===== src/rtl/firewall_pkg.sv =====
// Shared types and widths for the firewall enforcement blocks.
package firewall_pkg;

  localparam int WORD_W     = 32;
  localparam int DROP_CNT_W = 16;
  localparam int TIMER_W    = 16;
  localparam int STRIKE_W   = 3;

  typedef enum logic [1:0] {
    ST_PASS     = 2'd0,
    ST_ALERT    = 2'd1,
    ST_BLOCK    = 2'd2,
    ST_COOLDOWN = 2'd3
  } gate_state_t;

  // Terminal count for a timer that runs for n cycles (counts n-1 down to 0).
  function automatic logic [TIMER_W-1:0] cycles_to_tc(input int unsigned n);
    return TIMER_W'(n - 1);
  endfunction

endpackage


===== src/rtl/sat_counter.sv =====
// Saturating up-counter used for firewall statistics.
module sat_counter #(
  parameter int W = 16
) (
  input  logic         clk,
  input  logic         rst,
  input  logic         inc,
  input  logic         clr,
  output logic [W-1:0] value,
  output logic         at_max
);

  assign at_max = &value;

  // Count up on inc, hold at all-ones, clear takes priority.
  always_ff @(posedge clk or posedge rst) begin
    if (rst) begin
      value <= '0;
    end else if (clr) begin
      value <= '0;
    end else if (inc && !at_max) begin
      value <= value + 1'b1;
    end
  end

endmodule


===== src/rtl/threat_response_gate.sv =====
// Enforcement gate: forwards clean words, drops flagged ones, escalates to a
// timed BLOCK that sinks traffic, then a probation COOLDOWN.
//
//  state    | meaning
//  ---------+-----------------------------------------------------------
//  PASS     | no strikes, words forwarded
//  ALERT    | 1..LIMIT-1 strikes, clean cycles decay strikes over time
//  BLOCK    | all input sunk and counted as dropped, timer runs down
//  COOLDOWN | strikes cleared, any flagged word re-enters BLOCK
module threat_response_gate
  import firewall_pkg::*;
#(
  parameter int unsigned STRIKE_LIMIT    = 3,
  parameter int unsigned DECAY_CYCLES    = 16,
  parameter int unsigned BLOCK_CYCLES    = 32,
  parameter int unsigned COOLDOWN_CYCLES = 64
) (
  input  logic                  clk,
  input  logic                  rst,
  input  logic [WORD_W-1:0]     in_data,
  input  logic                  in_valid,
  output logic                  in_ready,
  input  logic                  viol_sig,
  input  logic                  viol_rep,
  output logic [WORD_W-1:0]     out_data,
  output logic                  out_valid,
  input  logic                  out_ready,
  output logic [1:0]            state,
  output logic [STRIKE_W-1:0]   strikes,
  output logic                  block_irq,
  output logic [DROP_CNT_W-1:0] drop_count
);

  localparam logic [STRIKE_W-1:0] STRIKE_LIM  = STRIKE_W'(STRIKE_LIMIT);
  localparam logic [TIMER_W-1:0]  DECAY_TC    = cycles_to_tc(DECAY_CYCLES);
  localparam logic [TIMER_W-1:0]  BLOCK_TC    = cycles_to_tc(BLOCK_CYCLES);
  localparam logic [TIMER_W-1:0]  COOLDOWN_TC = cycles_to_tc(COOLDOWN_CYCLES);

  gate_state_t          state_q, state_d;
  logic [STRIKE_W-1:0]  strikes_q, strikes_d, strikes_inc;
  logic [TIMER_W-1:0]   timer_q, timer_d;
  logic                 irq_q, irq_d;

  logic accept;
  logic flagged;
  logic fwd;
  logic drop;
  logic drop_at_max;

  // State, strike count, timer and interrupt pulse register.
  always_ff @(posedge clk or posedge rst) begin
    if (rst) begin
      state_q   <= ST_PASS;
      strikes_q <= '0;
      timer_q   <= '0;
      irq_q     <= 1'b0;
    end else begin
      state_q   <= state_d;
      strikes_q <= strikes_d;
      timer_q   <= timer_d;
      irq_q     <= irq_d;
    end
  end

  // Next-state, strike and timer logic. A flagged word always wins over decay
  // or timer expiry in the same cycle.
  always_comb begin
    state_d     = state_q;
    strikes_d   = strikes_q;
    timer_d     = timer_q;
    irq_d       = 1'b0;
    strikes_inc = strikes_q + 3'd1;
    case (state_q)
      ST_PASS, ST_ALERT: begin
        if (flagged) begin
          strikes_d = strikes_inc;
          if (strikes_inc == STRIKE_LIM) begin
            state_d = ST_BLOCK;
            timer_d = BLOCK_TC;
            irq_d   = 1'b1;
          end else begin
            state_d = ST_ALERT;
            timer_d = '0;
          end
        end else if (state_q == ST_ALERT) begin
          if (timer_q == DECAY_TC) begin
            strikes_d = strikes_q - 3'd1;
            timer_d   = '0;
            if (strikes_q == 3'd1) state_d = ST_PASS;
          end else begin
            timer_d = timer_q + 1'b1;
          end
        end
      end
      ST_BLOCK: begin
        if (flagged) begin
          timer_d = BLOCK_TC;
        end else if (timer_q == '0) begin
          state_d   = ST_COOLDOWN;
          strikes_d = '0;
          timer_d   = COOLDOWN_TC;
        end else begin
          timer_d = timer_q - 1'b1;
        end
      end
      ST_COOLDOWN: begin
        if (flagged) begin
          state_d = ST_BLOCK;
          timer_d = BLOCK_TC;
          irq_d   = 1'b1;
        end else if (timer_q == '0) begin
          state_d = ST_PASS;
        end else begin
          timer_d = timer_q - 1'b1;
        end
      end
      default: begin
        state_d = ST_PASS;
      end
    endcase
  end

  // Handshake decode and status outputs; BLOCK sinks input unconditionally.
  always_comb begin
    in_ready  = (state_q == ST_BLOCK) || !out_valid || out_ready;
    accept    = in_valid && in_ready;
    flagged   = accept && (viol_sig || viol_rep);
    fwd       = accept && !flagged && (state_q != ST_BLOCK);
    drop      = flagged || (accept && (state_q == ST_BLOCK));
    state     = state_q;
    strikes   = strikes_q;
    block_irq = irq_q;
  end

  // One-deep output register; a held word keeps draining even inside BLOCK.
  always_ff @(posedge clk or posedge rst) begin
    if (rst) begin
      out_data  <= '0;
      out_valid <= 1'b0;
    end else if (fwd) begin
      out_data  <= in_data;
      out_valid <= 1'b1;
    end else if (out_ready) begin
      out_valid <= 1'b0;
    end
  end

  sat_counter #(
    .W (DROP_CNT_W)
  ) u_drop_cnt (
    .clk    (clk),
    .rst    (rst),
    .inc    (drop),
    .clr    (1'b0),
    .value  (drop_count),
    .at_max (drop_at_max)
  );

endmodule


===== config.mk =====
export PLATFORM = sky130hd
export DESIGN_NAME = threat_response_gate
export DESIGN_NICKNAME = d
export VERILOG_FILES = /design/src/rtl/firewall_pkg.sv /design/src/rtl/sat_counter.sv /design/src/rtl/threat_response_gate.sv
export SDC_FILE = /design/constraint.sdc
export NUM_CORES = 1
export LEC_CHECK = 0
export BUFFER_PORTS_ARGS = -buffer_cell sky130_fd_sc_hd__buf_4
export CORE_UTILIZATION = 54
export DETAILED_ROUTE_END_ITERATION = 10
export GPL_ROUTABILITY_DRIVEN = 0
export HOLD_SLACK_MARGIN = 0.03
export PLACE_DENSITY = 0.92
export SYNTH_ARGS = -nofsm -noshare
export SYNTH_HDL_FRONTEND = slang
export SYNTH_SLANG_ARGS = --single-unit

===== constraint.sdc =====
create_clock -name clk -period 3.1 [get_ports clk]
set_clock_uncertainty 0.15 [all_clocks]
set_input_delay 0.93 -clock clk [delete_from_list [all_inputs] [get_ports clk]]
set_output_delay 0.93 -clock clk [all_outputs]
set_load 0.005 [all_outputs]

; Yosys cells after proc, flatten, opt, wreduce, memory -nomap -nowiden
; Cells that the tools add are included.
[totals]
ff_bits = 71
latchBits = 0
mem_bits_rw = 0
romBits = 0
elab_cells = 79
memories = 0
[op_classes]
add_sub_neg = 5
mul = 0
div = 0
order_cmp = 0
eq_ne = 14
shifts = 0
mux = 31
bitwise = 0
reduce_logical = 22
[op_table]
columns = cell, n
row1 = 16-bit two-way mux, 7
row2 = 16-bit one-hot mux with 3 select lines, 1
row3 = "16-bit by 1-bit adder with 16-bit output, second input constant", 2
row4 = 2-bit two-way mux, 9
row5 = "16-bit by 4-bit == test with 1-bit output, second input constant", 1
row6 = 16-bit zero test, 1
row7 = 16-bit AND reduction, 1
row8 = "16-bit by 1-bit subtractor with 16-bit output, second input constant", 1
row9 = 3-bit two-way mux, 5
row10 = "3-bit inequality test, second input constant", 5
row11 = 1-bit logical AND, 6
row12 = "2-bit inequality test, second input constant", 3
row13 = 2-bit one-hot mux with 3 select lines, 1
row14 = 3-bit one-hot mux with 2 select lines, 1
row15 = 6-bit AND reduction, 1
row16 = 1-bit two-way mux, 5
row17 = 5-bit two-way mux, 1
row18 = 5-bit AND reduction, 1
row19 = "2-bit == test, second input constant", 2
row20 = 1-bit logical OR, 4
row21 = 2-bit nonzero test, 2
row22 = "3-bit by 1-bit adder with 3-bit output, second input constant", 1
row23 = "3-bit by 1-bit == test with 1-bit output, second input constant", 1
row24 = "3-bit by 2-bit == test with 1-bit output, second input constant", 1
row25 = other kinds (7), 9

; Longest topological paths before layout
; Gate-level depths: netlist of run 1.
[logic_depth]
ltp_word = 9
mapped_depth = 9
mapped_depth_nobuf = 8

; Hierarchy
; From an unflattened synthesis of run 1, not the netlist that was laid out.
[unflattened]
hier_cells = 405
hier_area_um2 = 4122.7
[modules_own_cells]
columns = module, n_inst, cells_each, area_each_um2
row1 = threat_response_gate, 1, 309, 3163.0
row2 = sat_counter, 1, 96, 959.7

; Worst setup path before layout of run 1
; OpenSTA, ideal clock, no wires.
[synth_path]
kind = input port to flip-flop
startpoint = input port out_ready
endpoint = register out_data[10]
arrival_time_ns = 2.137
t_required_ns = 2.825
slack_ns = 0.689
path_stages = 5
n_path_buf = 1
cell_sequence = nor2b_1 nand2_1 nand3_1 clkbuf_1 mux2_2
[synth_via]
elab_chain_cells = 6
[synth_rtl]
columns = element, line
row1 = "start, declared", threat_response_gate.sv:27  ; input logic out_ready,
row2 = 1-bit logical OR (*), threat_response_gate.sv:125  ; in_ready = (state_q == ST_BLOCK) || !out_valid || out_ready;
row3 = net in_ready, threat_response_gate.sv:22  ; output logic in_ready,
row4 = 1-bit logical AND (*), threat_response_gate.sv:126  ; accept = in_valid && in_ready;
row5 = 1-bit logical AND, threat_response_gate.sv:127  ; flagged = accept && (viol_sig || viol_rep);
row6 = 1-bit zero test, threat_response_gate.sv:128  ; fwd = accept && !flagged && (state_q != ST_BLOCK);
row7 = 1-bit logical AND (*) (2 in series), threat_response_gate.sv:128
row8 = "end signal, assigned", threat_response_gate.sv:141  ; out_data <= in_data;
row9 = "end, declared", threat_response_gate.sv:25  ; output logic [WORD_W-1:0] out_data,
; The timed path passes the listed nets; every way through them passes the cells marked *.
; A chain may end at the register's enable or synchronous reset.

; Final worst setup path of run 1
[layout_path]
startpoint = register timer_q[0]
endpoint = register timer_q[8]
[layout_via]
elab_chain_cells = 5
elab_cells_between_ends = 14
[layout_rtl]
columns = element, line
row1 = "start, declared", threat_response_gate.sv:41  ; logic [TIMER_W-1:0] timer_q, timer_d;
row2 = "start signal, assigned", threat_response_gate.sv:60  ; timer_q <= timer_d;
row3 = 16-bit by 1-bit adder with 16-bit output or 16-bit by 4-bit == test with 1-bit output (tied branches), "threat_response_gate.sv:91, threat_response_gate.sv:86"
row4 = 16-bit two-way mux, threat_response_gate.sv:86  ; if (timer_q == DECAY_TC) begin
row5 = 16-bit two-way mux, threat_response_gate.sv:85  ; end else if (state_q == ST_ALERT) begin
row6 = 16-bit two-way mux, threat_response_gate.sv:75  ; if (flagged) begin
row7 = 16-bit one-hot mux with 3 select lines, threat_response_gate.sv:73  ; case (state_q)
; Several ways; a longest one is shown, not always the timed one. The select of a mux whose other input is x is not followed.

==> impl_results.md, run 1 <==
* Ports at 94
* HPWL after detailed placement at ~7.6 mm
* Remaining global-route overflow at 0
* Crit Path Class: register to register
* Clock Latency Late Sink at around 360 ps
* Post-synth cell types at 47
* Die area at 7400 um^2
* Syn_nets at 429
* Most common cell after layout, fill and taps aside: buf_4
* Relative slew margins at around a third
* Pins Over Slew Limit at 0
* Synthesized flop and latch total at 71
* Routed wire length per instance at ~18 um
* Num Clock Sinks at 71
* Tot Pwr at 3.98 mW
* Largest net degree at the start of global routing at 50
* Core area at 6790 um^2
* Row cnt at 30
* Area Overhead vs Synth at 26.4%
* Final worst path period share at 93.2%
* WHS Endpoint: u_drop_cnt.value[9]
* Routed WL at 10.3 mm
* Initial DRC Count at just under 400
* Antenna violations before repair at 0
* CP required at 3180 ps
* CTS Hold Bufs at 0
* Final setup viols at 0
* Top FF cell, synth: dfrtp_1
* RSZ-0062 raised after global routing: false
* Busiest grt layer: met2
* Mapped cell area at 3810 um^2
* Die extent in y at 86.0 um
* Vias in the first global route at 3323
* TritonRoute pass-1 iters at 6
* Pleak at 2.18 nW
* Yosys warns at 0
* Power density over the cells at 827 nW/um^2
* Reg-to-reg critical path startpoint: timer_q[0]
* Mean post-synth cell area at 9.95 um^2
* Fin. Hold Viols at 0
* Mapped Cells at 383
* R2R setup slack at around 210 ps
* Htree depth at 3
* CP arrival at 2970 ps
* # diodes at 0
* Port Buf Inserts at just over 90
* Layout cells sized above 1 at 32.9%
* Commonest non-fill, non-tap cells in the layout: buf_4, dfrtp_1, mux2_2, nand2_1
* Via density per instance at just over 6
* Worst setup EP type: register
* Clock transition at path regs at 90 ps
* CP Launch Type: register
* DR DRC count at 0
* Final setup TNS at 0 ps
* Post-synthesis sequential area ratio at 46.6%
* Filler cells at 433
* Asr flop ratio synth at 100%
* Least-Margin Pin Slew at ~1000 ps
* EDFF count, synth at 0
* Maximum VDD drop at between 0.6 and 0.7 mV
* Tmin final at 2890 ps
* Hold Path Class: register to register
* First-pass GRT wire length at 16.1 mm
* CTS tree: built
* Path depth of the worst reg2reg path at 8
* CTS root buf: clkbuf_8
* Met1 Usage GRT at 32.9%
* Starting Density at between 50% and 60%
* Worst-path maximum fanout at 8
* GR Layer Usage met2 at 48.6%
* Tot GR Track Use at between 20 and 30%
* Fmax at 346 MHz
* Hold path cells at 1
* Post-CTS Repair Setup Buffers at 0
* Status: finished clean
* Nets at around 520
* Met3 Usage GRT at between 7 and 8%
* Bufs on Longest Clock Path at 2
* MaxCap Viol Count at 0
* Reg2Reg Capture Point: timer_q[8]
* CTS Buf Count at 9
* Post-CTS sizing at 0
* DIE WIDTH at 86.0 um
* Via Count at 3538
* Antenna-violating nets left at 0
* HP Start: u_drop_cnt.value[9]
where the power goes:
part | switching, mW | internal (mW) | total (mW)
combinational | 0.855 | 0.824 | 1.68
clock | 0.411 | 0.308 | 0.719
sequential | 0.368 | 1.22 | 1.58
total | 1.63 | 2.35 | 3.98
critical path, stage by stage (launching register included):
cell and delay, ps:
dfrtp_1 480, inv_1 180, ha_1 210, nor4b_2 400
nand4_1 270, nor2_1 400, nor2_1 240, a221oi_1 320
a21oi_1 110
registers in the layout, summed over array words and instances (netlist names):
name              cells
out_data             32
u_drop_cnt.value     16
state                 2
timer_q              16
strikes               3
out_valid             1
block_irq             1
cells by family (layout without fill, tap and decap cells):
kind of cell               after synthesis  in the layout  synth area share [%]
DFF                                     71             71                  46.6
buffers and inverters                   25            125                  2.59
muxes                                   39             39                  11.4
xor gates and xnor gates                19             19                  4.37
adders and majority gates                8              8                  2.63
AOI/OAI and AO/OA                       85             85                  13.5
and+or+nand+nor                        136            136                  18.9
cells in the mapped netlist, types with 2 or more instances:
cell type / n / share of area (%)
a211oi_1: 2 / 0.39
a21o_1: 2 / 0.39
a21oi_1: 26 / 3.4
a31oi_1: 10 / 1.6
and2_1: 2 / 0.33
and3_1: 8 / 1.3
and4_1: 4 / 0.92
buf_2: 4 / 0.53
clkbuf_1: 12 / 1.2
dfrtp_1: 71 / 47
ha_1: 8 / 2.6
inv_1: 9 / 0.89
mux2_2: 34 / 10
mux2i_1: 5 / 1.3
nand2_1: 28 / 2.8
nand2b_1: 4 / 0.66
nand3_1: 19 / 2.5
nand4_1: 12 / 2.0
nor2_1: 26 / 2.6
nor2b_1: 2 / 0.33
nor3_1: 17 / 2.2
nor3b_1: 2 / 0.39
nor4_1: 4 / 0.66
o211ai_1: 4 / 0.79
o21a_1: 3 / 0.59
o21ai_0: 22 / 2.9
o21ai_1: 3 / 0.39
or3_1: 3 / 0.49
or4_4: 2 / 0.59
xnor2_1: 11 / 2.5
xor2_1: 8 / 1.8
through the flow:
stage               utilization (%)  area, um^2  hold WS, ps  cells  worst slack, ps
floorplan                         -        3810          327    383              223
global placement               68.1        4630          322    563              297
detailed placement             68.1        4630          327    563              189
CTS                            70.9        4820          341    579              293
global route                   70.9        4820          370    579             13.1
finish                         70.9        4820          343    579              211
per-layer routing:
metal,vias to the layer above,wire [um]
li1,1600,-
met1,1693,3760
met2,200,5350
met3,45,818
met4,0,364
met5,-,0
layout make-up:
type / count / area [um^2] / share of cell area [%]
Sequential cell: 71 / 1780 / 36.9
Inverter: 9 / 33.8 / 0.701
Timing Repair Buffer: 100 / 763 / 15.8
Clock buffer: 9 / 124 / 2.57
Clock inverter: 7 / 62.6 / 1.30
Multi-Input combinational cell: 287 / 1940 / 40.2
Tap cell: 96 / 120 / 2.49
worst max-delay path by stage:
stage | start | endpoint | slack [ps] | cells after the start
2_1_floorplan | rst | block_irq | 220 | 1
3_3_place_gp | viol_rep | timer_q[1] | 300 | 6
3_5_place_dp | viol_rep | timer_q[1] | 190 | 6
4_1_cts | timer_q[0] | timer_q[0] | 290 | 8
5_1_grt | timer_q[0] | timer_q[8] | 10 | 8
6_report | timer_q[0] | timer_q[8] | 210 | 8
No activity file was read; power rests on OpenSTA's default activity.
==> run 2: changes to the inputs <==
--- a/constraint.sdc
+++ b/constraint.sdc
@@ -4,2 +4,2 @@
 set_output_delay 0.93 -clock clk [all_outputs]
-set_load 0.005 [all_outputs]
+set_load 0.05 [all_outputs]
==> run 2 against run 1 <==
Routed wire length increased by 2.8%. Global-route usage increased by 1.0 points. Cell count unchanged. Register-to-register slack about the same. Non-clock buffer count unchanged. Sequential power about the same.
==> impl_results.md, run 2 (same netlist as run 1, synthesis figures left out) <==
* Sw Pwr at 2.43 mW (was 1.63 mW)
* Area Overhead vs Synth at 27.4% (was 26.4%)
* HP Start: u_drop_cnt.value[9] (unchanged)
* Most common cell after layout, fill and taps aside: buf_4 (unchanged)
* Worst setup EP type: register (unchanged)
* Final WS setup at 197 ps (was 211 ps)
* Layout cells sized above 1 at 32.7% (was 32.9%)
* Combinational Power Share at 50.6% (was 42.2%)
* Status: finished clean (unchanged)
* Placed inst area at 4630 um^2 (unchanged)
* Clk pwr share at 17.5% (was 18.1%)
* CP Launch Type: register (unchanged)
* Pins Over Slew Limit at 0 (unchanged)
* Post-CTS sizing at 0 (unchanged)
* DIE WIDTH at 86.0 um (unchanged)
* # diodes at 0 (unchanged)
* Maximum VDD drop at 0.645 mV (was 0.600 mV)
* Fmax at 344 MHz (was 346 MHz)
* Via Count at 3584 (was 3538)
* WHS at 341 ps (was 343 ps)
* CP required at 3220 ps (was 3180 ps)
* Worst-path maximum fanout at 13 (was 8)
* Largest reg by FF count: out_data (unchanged)
* CP Cell Sequence: inv_1, ha_1, nor4b_2, nand4_1, nor3_1, o21a_1, nor4_1, a211oi_1 (was inv_1, ha_1, nor4b_2, nand4_1, nor2_1, nor2_1, a221oi_1, a21oi_1)
* Initial DRC Count at 403 (was 390)
* Crit Path Class: register to register (unchanged)
* Top Registers: out_data x32, timer_q x16, u_drop_cnt.value x16 (unchanged)
* Placed cells at 563 (unchanged)
* Tot GR Track Use at 29.2% (was 28.2%)
* CP arrival at 3020 ps (was 2970 ps)
* Max reg flops at 32 (unchanged)
* First-pass GRT wire length at 16.6 mm (was 16.1 mm)
* TritonRoute pass-1 iters at 6 (unchanged)
* Die area at 7400 um^2 (unchanged)
* Final design utilization at 71.5% (was 70.9%)
* Vias in the first global route at 3441 (was 3323)
* Commonest non-fill, non-tap cells in the layout: buf_4, dfrtp_1, mux2_2, nand2_1 (unchanged)
* CTS tree: built (unchanged)
* Sequential Power Share at 31.9% (was 39.8%)
* Routed wire length per instance at 18.3 um (was 17.8 um)
* CTS root buf: clkbuf_8 (unchanged)
* Pleak at 2.20 nW (was 2.18 nW)
* Core area at 6790 um^2 (unchanged)
* Least-Margin Pin Slew at 1120 ps (was 1000 ps)
* Clock Latency Late Sink at 360 ps (about the same)
* Remaining global-route overflow at 0 (unchanged)
* Via density per instance at 6.19 (was 6.11)
* Die extent in y at 86.0 um (unchanged)
* Pre-CTS WS at 156 ps (was 189 ps)
* Routed WL at 10.6 mm (was 10.3 mm)
* Port Buf Inserts at 93 (unchanged)
* Starting Density at 56.1% (unchanged)
* Filler cells at 461 (was 433)
* Worst path slowest cell: dfrtp_1 (unchanged)
* MaxCap Viol Count at 0 (unchanged)
* Htree depth at 3 (unchanged)
* Ports at 94 (unchanged)
* Bufs on Longest Clock Path at 2 (unchanged)
* Reg-to-reg critical path startpoint: timer_q[1] (was timer_q[0])
* Fin cells at 579 (unchanged)
* Crit-path max cell delay at 470 ps (was 480 ps)
* Post-CTS Repair Setup Buffers at 0 (unchanged)
* Nets at 524 (unchanged)
* Hold Path Class: register to register (unchanged)
* DR DRC count at 0 (unchanged)
* Power density over the cells at 1020 nW/um^2 (was 827 nW/um^2)
* Num Clock Sinks at 71 (unchanged)
* Relative slew margins at 25.0% (was 33.3%)
* Antenna violations before repair at 0 (unchanged)
* Final setup TNS at 0 ps (unchanged)
* Switching Fraction at 49.1% (was 41.0%)
* Fin. Hold Viols at 0 (unchanged)
* Tot Pwr at 4.96 mW (was 3.98 mW)
* Final setup viols at 0 (unchanged)
* Int Pwr at 2.53 mW (was 2.35 mW)
* Antenna-violating nets left at 0 (unchanged)
* Largest net degree at the start of global routing at 72 (was 50)
* CP startpoint: timer_q[1] (was timer_q[0])
* Final worst path period share at 93.6% (was 93.2%)
* Design area at 4860 um^2 (was 4820 um^2)
* Tmin final at 2900 ps (was 2890 ps)
* CTS Hold Bufs at 0 (unchanged)
* Row cnt at 30 (unchanged)
* HPWL after detailed placement at 7.18 mm (was 7.62 mm)
* Clock transition at path regs at 80 ps (was 90 ps)
* CTS Buf Count at 9 (unchanged)
* RSZ-0062 raised after global routing: false (unchanged)
## run 2: worst max-delay path: cells and delay by family (launching register included)
family	cells	cell delay, ps
AOI/OAI and AO/OA	2	690
adders and majority gates	1	200
buffers and inverters	1	180
DFF	1	470
and+or+nand+nor	4	1110
## run 2: cell type report
cell class / count / area [um^2] / share of cell area, %
Clock buffer: 9 / 124 / 2.55
Clock inverter: 7 / 103 / 2.11
Inverter: 9 / 33.8 / 0.696
Multi-Input combinational cell: 287 / 1940 / 39.9
Sequential cell: 71 / 1780 / 36.6
Tap cell: 96 / 120 / 2.47
Timing Repair Buffer: 100 / 763 / 15.7
## run 2: layer usage
layer | vias up | global-route usage (%) | wire, um
met1 | 1733 | 34.4 | 3910
met5 | - | 0 | 0
met2 | 210 | 50.4 | 5490
met3 | 43 | 6.93 | 791
li1 | 1598 | - | -
met4 | 0 | 13.9 | 380
## run 2: path summary, 6_finish.rpt
check	endpoint	depth (start not counted)	slack [ps]
min reg2reg	u_drop_cnt.value[9]	1	340
min	u_drop_cnt.value[9]	1	340
max	timer_q[0]	8	200
max reg2reg	timer_q[0]	8	200
max in group asynchronous	timer_q[11]	3	2010
min in group asynchronous	strikes[1]	3	490
## run 2: power by group through the flow
stage	registers, mW	logic [mW]	clock network (mW)
3_3_place_gp	1.55	2.39	0
2_1_floorplan	2.26	1.06	0
4_1_cts	1.57	2.48	0.867
3_5_place_dp	1.57	2.47	0
6_report	1.58	2.51	0.866
5_1_grt	1.62	2.65	0.900
